### src/rtl/axis_bus_mux_arb.sv
// axis_bus_mux_arb: merges 12 AXI-Stream channels into one master stream.
// A channel is picked round-robin and held until its tlast beat is accepted.
// The grant is published on bus_sel as 128+n (0 when no channel is held).
// Optional feature macro: AXIS_MUX_PKT_CNT_EN enables the packet counter on
// pkt_cnt; without it pkt_cnt is tied to zero.
module axis_bus_mux_arb #(
    parameter int DATA_WIDTH = 32
) (
    input  logic                  clk,
    input  logic                  rst,
    input  logic [DATA_WIDTH-1:0] axis_in_0_tdata,
    input  logic                  axis_in_0_tvalid,
    input  logic                  axis_in_0_tlast,
    output logic                  axis_in_0_tready,
    input  logic [DATA_WIDTH-1:0] axis_in_1_tdata,
    input  logic                  axis_in_1_tvalid,
    input  logic                  axis_in_1_tlast,
    output logic                  axis_in_1_tready,
    input  logic [DATA_WIDTH-1:0] axis_in_2_tdata,
    input  logic                  axis_in_2_tvalid,
    input  logic                  axis_in_2_tlast,
    output logic                  axis_in_2_tready,
    input  logic [DATA_WIDTH-1:0] axis_in_3_tdata,
    input  logic                  axis_in_3_tvalid,
    input  logic                  axis_in_3_tlast,
    output logic                  axis_in_3_tready,
    input  logic [DATA_WIDTH-1:0] axis_in_4_tdata,
    input  logic                  axis_in_4_tvalid,
    input  logic                  axis_in_4_tlast,
    output logic                  axis_in_4_tready,
    input  logic [DATA_WIDTH-1:0] axis_in_5_tdata,
    input  logic                  axis_in_5_tvalid,
    input  logic                  axis_in_5_tlast,
    output logic                  axis_in_5_tready,
    input  logic [DATA_WIDTH-1:0] axis_in_6_tdata,
    input  logic                  axis_in_6_tvalid,
    input  logic                  axis_in_6_tlast,
    output logic                  axis_in_6_tready,
    input  logic [DATA_WIDTH-1:0] axis_in_7_tdata,
    input  logic                  axis_in_7_tvalid,
    input  logic                  axis_in_7_tlast,
    output logic                  axis_in_7_tready,
    input  logic [DATA_WIDTH-1:0] axis_in_8_tdata,
    input  logic                  axis_in_8_tvalid,
    input  logic                  axis_in_8_tlast,
    output logic                  axis_in_8_tready,
    input  logic [DATA_WIDTH-1:0] axis_in_9_tdata,
    input  logic                  axis_in_9_tvalid,
    input  logic                  axis_in_9_tlast,
    output logic                  axis_in_9_tready,
    input  logic [DATA_WIDTH-1:0] axis_in_10_tdata,
    input  logic                  axis_in_10_tvalid,
    input  logic                  axis_in_10_tlast,
    output logic                  axis_in_10_tready,
    input  logic [DATA_WIDTH-1:0] axis_in_11_tdata,
    input  logic                  axis_in_11_tvalid,
    input  logic                  axis_in_11_tlast,
    output logic                  axis_in_11_tready,
    output logic [DATA_WIDTH-1:0] axis_out_tdata,
    output logic                  axis_out_tvalid,
    output logic                  axis_out_tlast,
    input  logic                  axis_out_tready,
    output logic [7:0]            bus_sel,
    output logic [15:0]           pkt_cnt
);

    localparam int NCH = 12;

    typedef enum logic {
        IDLE  = 1'b0,
        GRANT = 1'b1
    } state_t;

    state_t                state_q, state_d;
    logic [3:0]            grant_q, grant_d;
    logic [3:0]            last_grant_q, last_grant_d;
    logic [DATA_WIDTH-1:0] out_tdata_q, out_tdata_d;
    logic                  out_tvalid_q, out_tvalid_d;
    logic                  out_tlast_q, out_tlast_d;

    logic [DATA_WIDTH-1:0] in_tdata [NCH];
    logic [NCH-1:0]        in_tvalid;
    logic [NCH-1:0]        in_tlast;
    logic [NCH-1:0]        in_tready;

    logic                  slice_free;
    logic                  accept;
    logic                  found;
    logic [4:0]            idx;

    // Gather the flat channel ports into indexable vectors.
    assign in_tdata[0]  = axis_in_0_tdata;
    assign in_tdata[1]  = axis_in_1_tdata;
    assign in_tdata[2]  = axis_in_2_tdata;
    assign in_tdata[3]  = axis_in_3_tdata;
    assign in_tdata[4]  = axis_in_4_tdata;
    assign in_tdata[5]  = axis_in_5_tdata;
    assign in_tdata[6]  = axis_in_6_tdata;
    assign in_tdata[7]  = axis_in_7_tdata;
    assign in_tdata[8]  = axis_in_8_tdata;
    assign in_tdata[9]  = axis_in_9_tdata;
    assign in_tdata[10] = axis_in_10_tdata;
    assign in_tdata[11] = axis_in_11_tdata;

    assign in_tvalid = {axis_in_11_tvalid, axis_in_10_tvalid, axis_in_9_tvalid,
                        axis_in_8_tvalid,  axis_in_7_tvalid,  axis_in_6_tvalid,
                        axis_in_5_tvalid,  axis_in_4_tvalid,  axis_in_3_tvalid,
                        axis_in_2_tvalid,  axis_in_1_tvalid,  axis_in_0_tvalid};

    assign in_tlast  = {axis_in_11_tlast, axis_in_10_tlast, axis_in_9_tlast,
                        axis_in_8_tlast,  axis_in_7_tlast,  axis_in_6_tlast,
                        axis_in_5_tlast,  axis_in_4_tlast,  axis_in_3_tlast,
                        axis_in_2_tlast,  axis_in_1_tlast,  axis_in_0_tlast};

    assign axis_in_0_tready  = in_tready[0];
    assign axis_in_1_tready  = in_tready[1];
    assign axis_in_2_tready  = in_tready[2];
    assign axis_in_3_tready  = in_tready[3];
    assign axis_in_4_tready  = in_tready[4];
    assign axis_in_5_tready  = in_tready[5];
    assign axis_in_6_tready  = in_tready[6];
    assign axis_in_7_tready  = in_tready[7];
    assign axis_in_8_tready  = in_tready[8];
    assign axis_in_9_tready  = in_tready[9];
    assign axis_in_10_tready = in_tready[10];
    assign axis_in_11_tready = in_tready[11];

    assign axis_out_tdata  = out_tdata_q;
    assign axis_out_tvalid = out_tvalid_q;
    assign axis_out_tlast  = out_tlast_q;
    assign bus_sel         = (state_q == GRANT) ? {4'b1000, grant_q} : 8'd0;

    // Arbitration, grant lock, input handshake and output slice update.
    always_comb begin
        state_d      = state_q;
        grant_d      = grant_q;
        last_grant_d = last_grant_q;
        out_tdata_d  = out_tdata_q;
        out_tvalid_d = out_tvalid_q;
        out_tlast_d  = out_tlast_q;
        in_tready    = '0;
        accept       = 1'b0;
        found        = 1'b0;
        idx          = 5'd0;
        // The slice can take a beat when empty or when it drains this cycle.
        slice_free   = !out_tvalid_q || axis_out_tready;

        // The slice drains in either state; a fresh accept below overrides.
        if (out_tvalid_q && axis_out_tready) begin
            out_tvalid_d = 1'b0;
        end

        case (state_q)
            IDLE: begin
                // Scan last_grant+1 upward, wrapping, so last_grant is lowest.
                for (int i = 1; i <= NCH; i++) begin
                    idx = {1'b0, last_grant_q} + 5'(i);
                    if (idx >= 5'(NCH)) begin
                        idx = idx - 5'(NCH);
                    end
                    if (!found && in_tvalid[idx[3:0]]) begin
                        found   = 1'b1;
                        grant_d = idx[3:0];
                        state_d = GRANT;
                    end
                end
            end
            GRANT: begin
                in_tready[grant_q] = slice_free;
                accept = in_tvalid[grant_q] && slice_free;
                if (accept) begin
                    out_tdata_d  = in_tdata[grant_q];
                    out_tlast_d  = in_tlast[grant_q];
                    out_tvalid_d = 1'b1;
                    if (in_tlast[grant_q]) begin
                        last_grant_d = grant_q;
                        state_d      = IDLE;
                    end
                end
            end
            default: begin
                state_d = IDLE;
            end
        endcase
    end

    // State, grant and output slice registers; reset aborts any packet.
    always_ff @(posedge clk or posedge rst) begin
        if (rst) begin
            state_q      <= IDLE;
            grant_q      <= 4'd0;
            last_grant_q <= 4'd11;
            out_tdata_q  <= '0;
            out_tvalid_q <= 1'b0;
            out_tlast_q  <= 1'b0;
        end else begin
            state_q      <= state_d;
            grant_q      <= grant_d;
            last_grant_q <= last_grant_d;
            out_tdata_q  <= out_tdata_d;
            out_tvalid_q <= out_tvalid_d;
            out_tlast_q  <= out_tlast_d;
        end
    end

`ifdef AXIS_MUX_PKT_CNT_EN
    logic [15:0] pkt_cnt_q, pkt_cnt_d;

    // Count accepted end-of-packet beats, wrapping at 16 bits.
    always_comb begin
        pkt_cnt_d = pkt_cnt_q;
        if (accept && in_tlast[grant_q]) begin
            pkt_cnt_d = pkt_cnt_q + 16'd1;
        end
    end

    // Packet counter register.
    always_ff @(posedge clk or posedge rst) begin
        if (rst) begin
            pkt_cnt_q <= 16'd0;
        end else begin
            pkt_cnt_q <= pkt_cnt_d;
        end
    end

    assign pkt_cnt = pkt_cnt_q;
`else
    assign pkt_cnt = 16'd0;
`endif

endmodule

### config.mk
export PLATFORM = sky130hd
export DESIGN_NAME = axis_bus_mux_arb
export DESIGN_NICKNAME = d
export VERILOG_FILES = /design/src/rtl/axis_bus_mux_arb.sv
export SDC_FILE = /design/constraint.sdc
export NUM_CORES = 1
export LEC_CHECK = 0
export ABC_CLOCK_PERIOD_IN_PS = 8600
export CORE_AREA = 2 2 186 188
export CTS_CLUSTER_SIZE = 30
export DETAILED_ROUTE_END_ITERATION = 7
export DIE_AREA = 0 0 188 190
export PLACE_DENSITY_LB_ADDON = 0.25
export SYNTH_ARGS = -nofsm -noshare
export SYNTH_HDL_FRONTEND = slang
export SYNTH_SLANG_ARGS = --single-unit
export TNS_END_PERCENT = 50
### constraint.sdc
create_clock -name clk -period 8.6 [get_ports clk]
set_input_delay 2.15 -clock clk [delete_from_list [all_inputs] [get_ports clk]]
set_output_delay 2.15 -clock clk [all_outputs]
set_load 0.01 [all_outputs]
# --- Word level (Yosys, flattened, before mapping) ---
# Cells that the tools add are included.
word_totals:
  ff_bits: 43
  wordCells: 201
  in_bits: 411
op_classes:
  mux: 110
  bitwise_logic: 3
  n_reduce_logical: 31
  magnitude_cmp: 27
  add_sub_neg: 24
op_table:
  columns: ["op", "count"]
  rows:
  - ["4-bit two-way mux", 36]
  - ["32-bit binary-select mux with 4-bit select", 1]
  - ["4-bit by 5-bit < comparator with 1-bit output, second input constant", 13]
  - ["32-bit two-way mux", 2]
  - ["5-bit by 4-bit greater-or-equal comparator with 1-bit output, second input constant", 12]
  - ["1-bit binary-select mux with 4-bit select", 14]
  - ["1-bit two-way mux", 53]
  - ["4-bit subtractor, second input constant", 12]
  - ["4-bit by 4-bit adder with 5-bit output, second input constant", 5]
  - ["4-bit by 3-bit adder with 5-bit output, second input constant", 4]
  - ["1-bit logical AND", 14]
  - ["12-bit AND", 1]
  - ["1-bit logical NOT", 12]
  - ["12-bit two-way mux", 1]
  - ["12-bit nonzero test", 1]
  - ["4-bit by 2-bit adder with 5-bit output, second input constant", 2]
  - ["8-bit two-way mux", 1]
  - ["4-bit by 1-bit adder with 5-bit output, second input constant", 1]
  - ["5-bit greater-or-equal comparator, second input constant", 1]
  - ["4-bit inverter with 5-bit output", 1]
  - ["1-bit demux with 4-bit select", 1]
  - ["4-bit by 1-bit greater-or-equal comparator with 1-bit output, second input constant", 1]
  - ["2-bit AND reduction", 2]
  - ["3-bit AND reduction", 1]
  - ["other kinds (3)", 3]

# --- Logic depth before layout (Yosys ltp) ---
logic_depth:
  word_depth: 52
  ltp_mapped: 17
  mapped_depth_nobuf: 15

# --- Worst setup path before layout ---
# OpenSTA, ideal clock, no wires.
synth_path:
  path_kind: "input to output"
  start: "input port axis_out_tready"
  end: "output port axis_in_0_tready"
  stages: 4
  path_buffers: 0
  arrival_time_ps: 2991
  path_slack_ps: 3459
  path_cell_list: "nand2b_1 > nand2_1 > or3_1 > nor3_1"
synth_between:
  elab_chain_cells: 3
synth_rtl:
  columns: ["element", "line", "source"]
  rows:
  - ["start, declared", "62", "input logic axis_out_tready,"]
  - ["1-bit logical OR", "146", "slice_free = !out_tvalid_q || axis_out_tready;"]
  - ["12-bit AND (no source line)", null, null]
  - ["12-bit two-way mux", "153", "case (state_q)"]
  - ["end, declared", "14", "output logic axis_in_0_tready,"]
# Every way passes these cells.

# --- Final worst setup path ---
# Same ends and word-level chain as after synthesis.

==> results.sh <==
export IMPL_outcome="completed"
export IMPL_hold_buffers=0
export IMPL_syn2layout_area_growth_pct=66.9
export IMPL_arrival_ns=4.11
export IMPL_min_period_ns=6.26
export IMPL_cts_made_buffers=5
export IMPL_ys_flop_type="dfrtp_1"
export IMPL_max_stage_delay_ns=0.58
export IMPL_powerDensity_nw_per_um2=363
export IMPL_synth_edf_count=0
export IMPL_grt_pass1_wl_microns=55200
export IMPL_core_area_sq_um=33900
export IMPL_period_share_pct=72.8
export IMPL_yosysTopAreaCellShare_pct=34.0
export IMPL_max_freq_mhz=160
export IMPL_ant_nets=0
export IMPL_layout_drive_gt1_share_pct=13.5
export IMPL_cts_root_buffer="clkbuf_16"
export IMPL_synthesis_area_sq_um=7560
export IMPL_dp_hpwl_microns=33100
export IMPL_tightest_slew_ns=1.13
export IMPL_yosysSeqAreaShare_pct=14.3
export IMPL_ys_warn_count=0
export IMPL_overflow=0
export IMPL_synthArstFlopShare_pct=100
export IMPL_clk_path_buf_depth=2
export IMPL_cts_tree="done"
export IMPL_clk_insertion_delay_late_ns=0.29
export IMPL_p_leak_uw=0.00462
export IMPL_cp_slowest_cell="clkdlybuf4s50_1"
export IMPL_ioPinCount=481
export IMPL_portBuffers=461
export IMPL_globalRouteMet1Util_pct=29.1
export IMPL_slew_violations=0
export IMPL_cts_setup_buffers=0
export IMPL_placed_cells=1638
export IMPL_grt_busiest_layer="met2"
export IMPL_maxCapViolCount=0
export IMPL_ir_drop_mv=0.198
export IMPL_cts_resized=0
export IMPL_synthCells=780
export IMPL_grtUsageMet2_pct=35.3
export IMPL_wire_per_inst_microns=23.7
export IMPL_grt_max_degree=67
export IMPL_worstPathMaxFanout=4
export IMPL_cp_common_cell="clkdlybuf4s50_1"
export IMPL_die_x_microns=188
export IMPL_dr_pass1_iters=5
export IMPL_cts_sinks=43
export IMPL_end_kind="output port"
export IMPL_crit_type="primary input to output port"
export IMPL_grtUsageTotal_pct=20.9
export IMPL_ys_ff_latch=43
export IMPL_fin_cells=1649
export IMPL_num_vias=8378
export IMPL_start_kind="primary input"
export IMPL_hold_class="flop to flop"
export IMPL_rsz0062_at_grt="false"
export IMPL_synth_area_top_cells="mux4_2 34%, dfrtp_1 13%, mux2i_1 6.0%, ha_1 3.8%, a21oi_1 3.7%"
export IMPL_num_rows=68
export IMPL_path_cells="clkdlybuf4s50_1 -> nand2b_1 -> nand2_1 -> or3_1 -> nor3_1 -> clkdlybuf4s50_1"
export IMPL_fin_worst_skew_ns=0.00597
export IMPL_die_area_sq_um=35700
export IMPL_first_global_vias=8304
export IMPL_nets=1624
export IMPL_antenna_found_initial=3
export IMPL_cp_required_ns=6.45
export IMPL_use_met3_pct=2.55
export IMPL_hold_viol_final=0
export IMPL_worst_slew_margin_rel_pct=24.5
export IMPL_finalSetupTns_ns=0
export IMPL_vias_per_cell=5.08
export IMPL_gp_congestion=0.866
export IMPL_avgSynthCellArea_sq_um=9.69
export IMPL_synth_cell_types=81
export IMPL_path_clk_slew_ns=0.06
export IMPL_setup_viol=0
export IMPL_drcViolationCount=0
export IMPL_drt_iter0_markers=580
export IMPL_initial_utilization_pct=22.3
export IMPL_fp_dieH_microns=190
export IMPL_synth_top_area_cell="mux4_2"
export IMPL_wirelength_microns=39100
export IMPL_h_tree_depth=2
==> through the flow <==
step | setup slack [ns] | hold WS, ns | util, % | cell area [sq um] | total power (uW)
final | 2.34 | 0.480 | 37.1 | 12600 | 4580
after global routing | 2.21 | 0.517 | 37.1 | 12600 | 4960
after CTS | 2.32 | 0.484 | 37.1 | 12600 | 4590
after detailed placement | 2.34 | 0.470 | 36.7 | 12500 | 4380
after global placement | 2.38 | 0.461 | 36.7 | 12500 | 4370
after floorplan | 3.46 | 0.515 | - | 7620 | 3180
==> cells by family (layout without fill, tap and decap cells) <==
family                     count (synthesis)  in the layout  share of synthesized area, %
adders and majority gates                 23             23                          3.81
buffers and inverters                    103            496                          6.47
xor gates and xnor gates                  14             14                          1.72
AOI/OAI and AO/OA                        207            207                          17.9
DFF                                       43             43                          14.3
and+or+nand+nor                          224            224                          14.9
muxes                                    165            165                          40.8
other                                      1             22                        0.0496
==> report_power, final <==
group / switching (uW) / internal (uW)
Clock: 81.3 / 108
Sequential: 229 / 309
Combinational: 2100 / 1750
Total: 2410 / 2170
==> path summary, 6_finish.rpt <==
check / start / end / slack, ns / cells after the start
max: axis_out_tready / axis_in_0_tready / 2.34 / 6
min: axis_out_tdata[27]$_DFFE_PP0P_ / axis_out_tdata[27]$_DFFE_PP0P_ / 0.48 / 2
max reg2reg: last_grant_q[1]$_DFFE_PP1P_ / grant_q[2]$_DFFE_PP0P_ / 3.53 / 13
min reg2reg: axis_out_tdata[27]$_DFFE_PP0P_ / axis_out_tdata[27]$_DFFE_PP0P_ / 0.48 / 2
max in group asynchronous: rst / grant_q[1]$_DFFE_PP0P_ / 5.44 / 2
min in group asynchronous: rst / axis_out_tdata[6]$_DFFE_PP0P_ / 2.42 / 2
==> per-layer routing <==
| metal | vias to the layer above | share of wire [%] |
|---|---|---|
| met5 | - | 0 |
| met4 | 0 | 1.2 |
| met3 | 19 | 5.6 |
| met2 | 355 | 49 |
| met1 | 4135 | 44 |
| li1 | 3869 | - |
==> placed cells by master, fill, tap and decap left out, types with 4 or more instances in the layout <==
master | synthesis | layout
o31ai_1 | 5 | 5
a211o_1 | 5 | 5
nand4_1 | 6 | 6
nor2_1 | 64 | 64
and2_1 | 12 | 12
nand3_1 | 16 | 16
clkbuf_16 | 0 | 5
mux4_2 | 114 | 114
dfrtp_1 | 40 | 36
mux2_2 | 6 | 6
a21oi_1 | 56 | 56
mux2i_1 | 45 | 45
inv_1 | 19 | 18
nand2_1 | 61 | 61
a21o_1 | 7 | 7
or2_2 | 4 | 4
a31oi_1 | 10 | 10
o211ai_1 | 13 | 13
clkdlybuf4s50_1 | 0 | 461
and3_1 | 5 | 5
xnor2_1 | 12 | 12
nand2b_1 | 12 | 12
or3_1 | 5 | 5
ha_1 | 23 | 23
a311oi_1 | 4 | 4
conb_1 | 1 | 19
and4_1 | 4 | 4
o21ai_0 | 54 | 54
nor3_1 | 10 | 10
buf_4 | 23 | 7
==> cell type report <==
cell class	count	area, sq um
flip-flops and latches	43	1090
clock buffers	7	133
diodes	3	7.51
inverters	20	75.1
clock inverters	1	5.00
well taps	455	569
fillers	3383	21300
repair buffers	468	4670
multi-input cells	652	6060
==> synthesized netlist by cell type (all sizes together), types with 3 or more instances <==
master / n
mux4: 114
nor2: 64
nand2: 61
a21oi: 57
o21ai: 54
mux2i: 45
buf: 42
clkbuf: 41
dfrtp: 40
ha: 23
inv: 19
nand3: 17
o211ai: 13
xnor2: 13
and2: 12
nand2b: 12
nor3: 11
a31oi: 10
a21o: 7
and3: 6
mux2: 6
nand4: 6
a211o: 5
nor2b: 5
o31ai: 5
or2: 5
or3: 5
a311oi: 4
and4: 4
a221oi: 3
a22oi: 3
a311o: 3
dfstp: 3
nand4b: 3
nor4: 3
o2111ai: 3
o211a: 3
o21a: 3
o22ai: 3
o311ai: 3
or4: 3
==> critical path: cells and delay by family <==
kind	cells	cell delay, ns
buf+inv	2	1.02
simple gates	4	0.94
==> sequential cells by signal, summed over array words and instances, names as in the netlist <==
signal,flops
axis_out_tdata,32
grant_q,4
last_grant_q,4
axis_out_tvalid,1
state_q,1
axis_out_tlast,1
No activity file was read; power rests on OpenSTA's default activity.
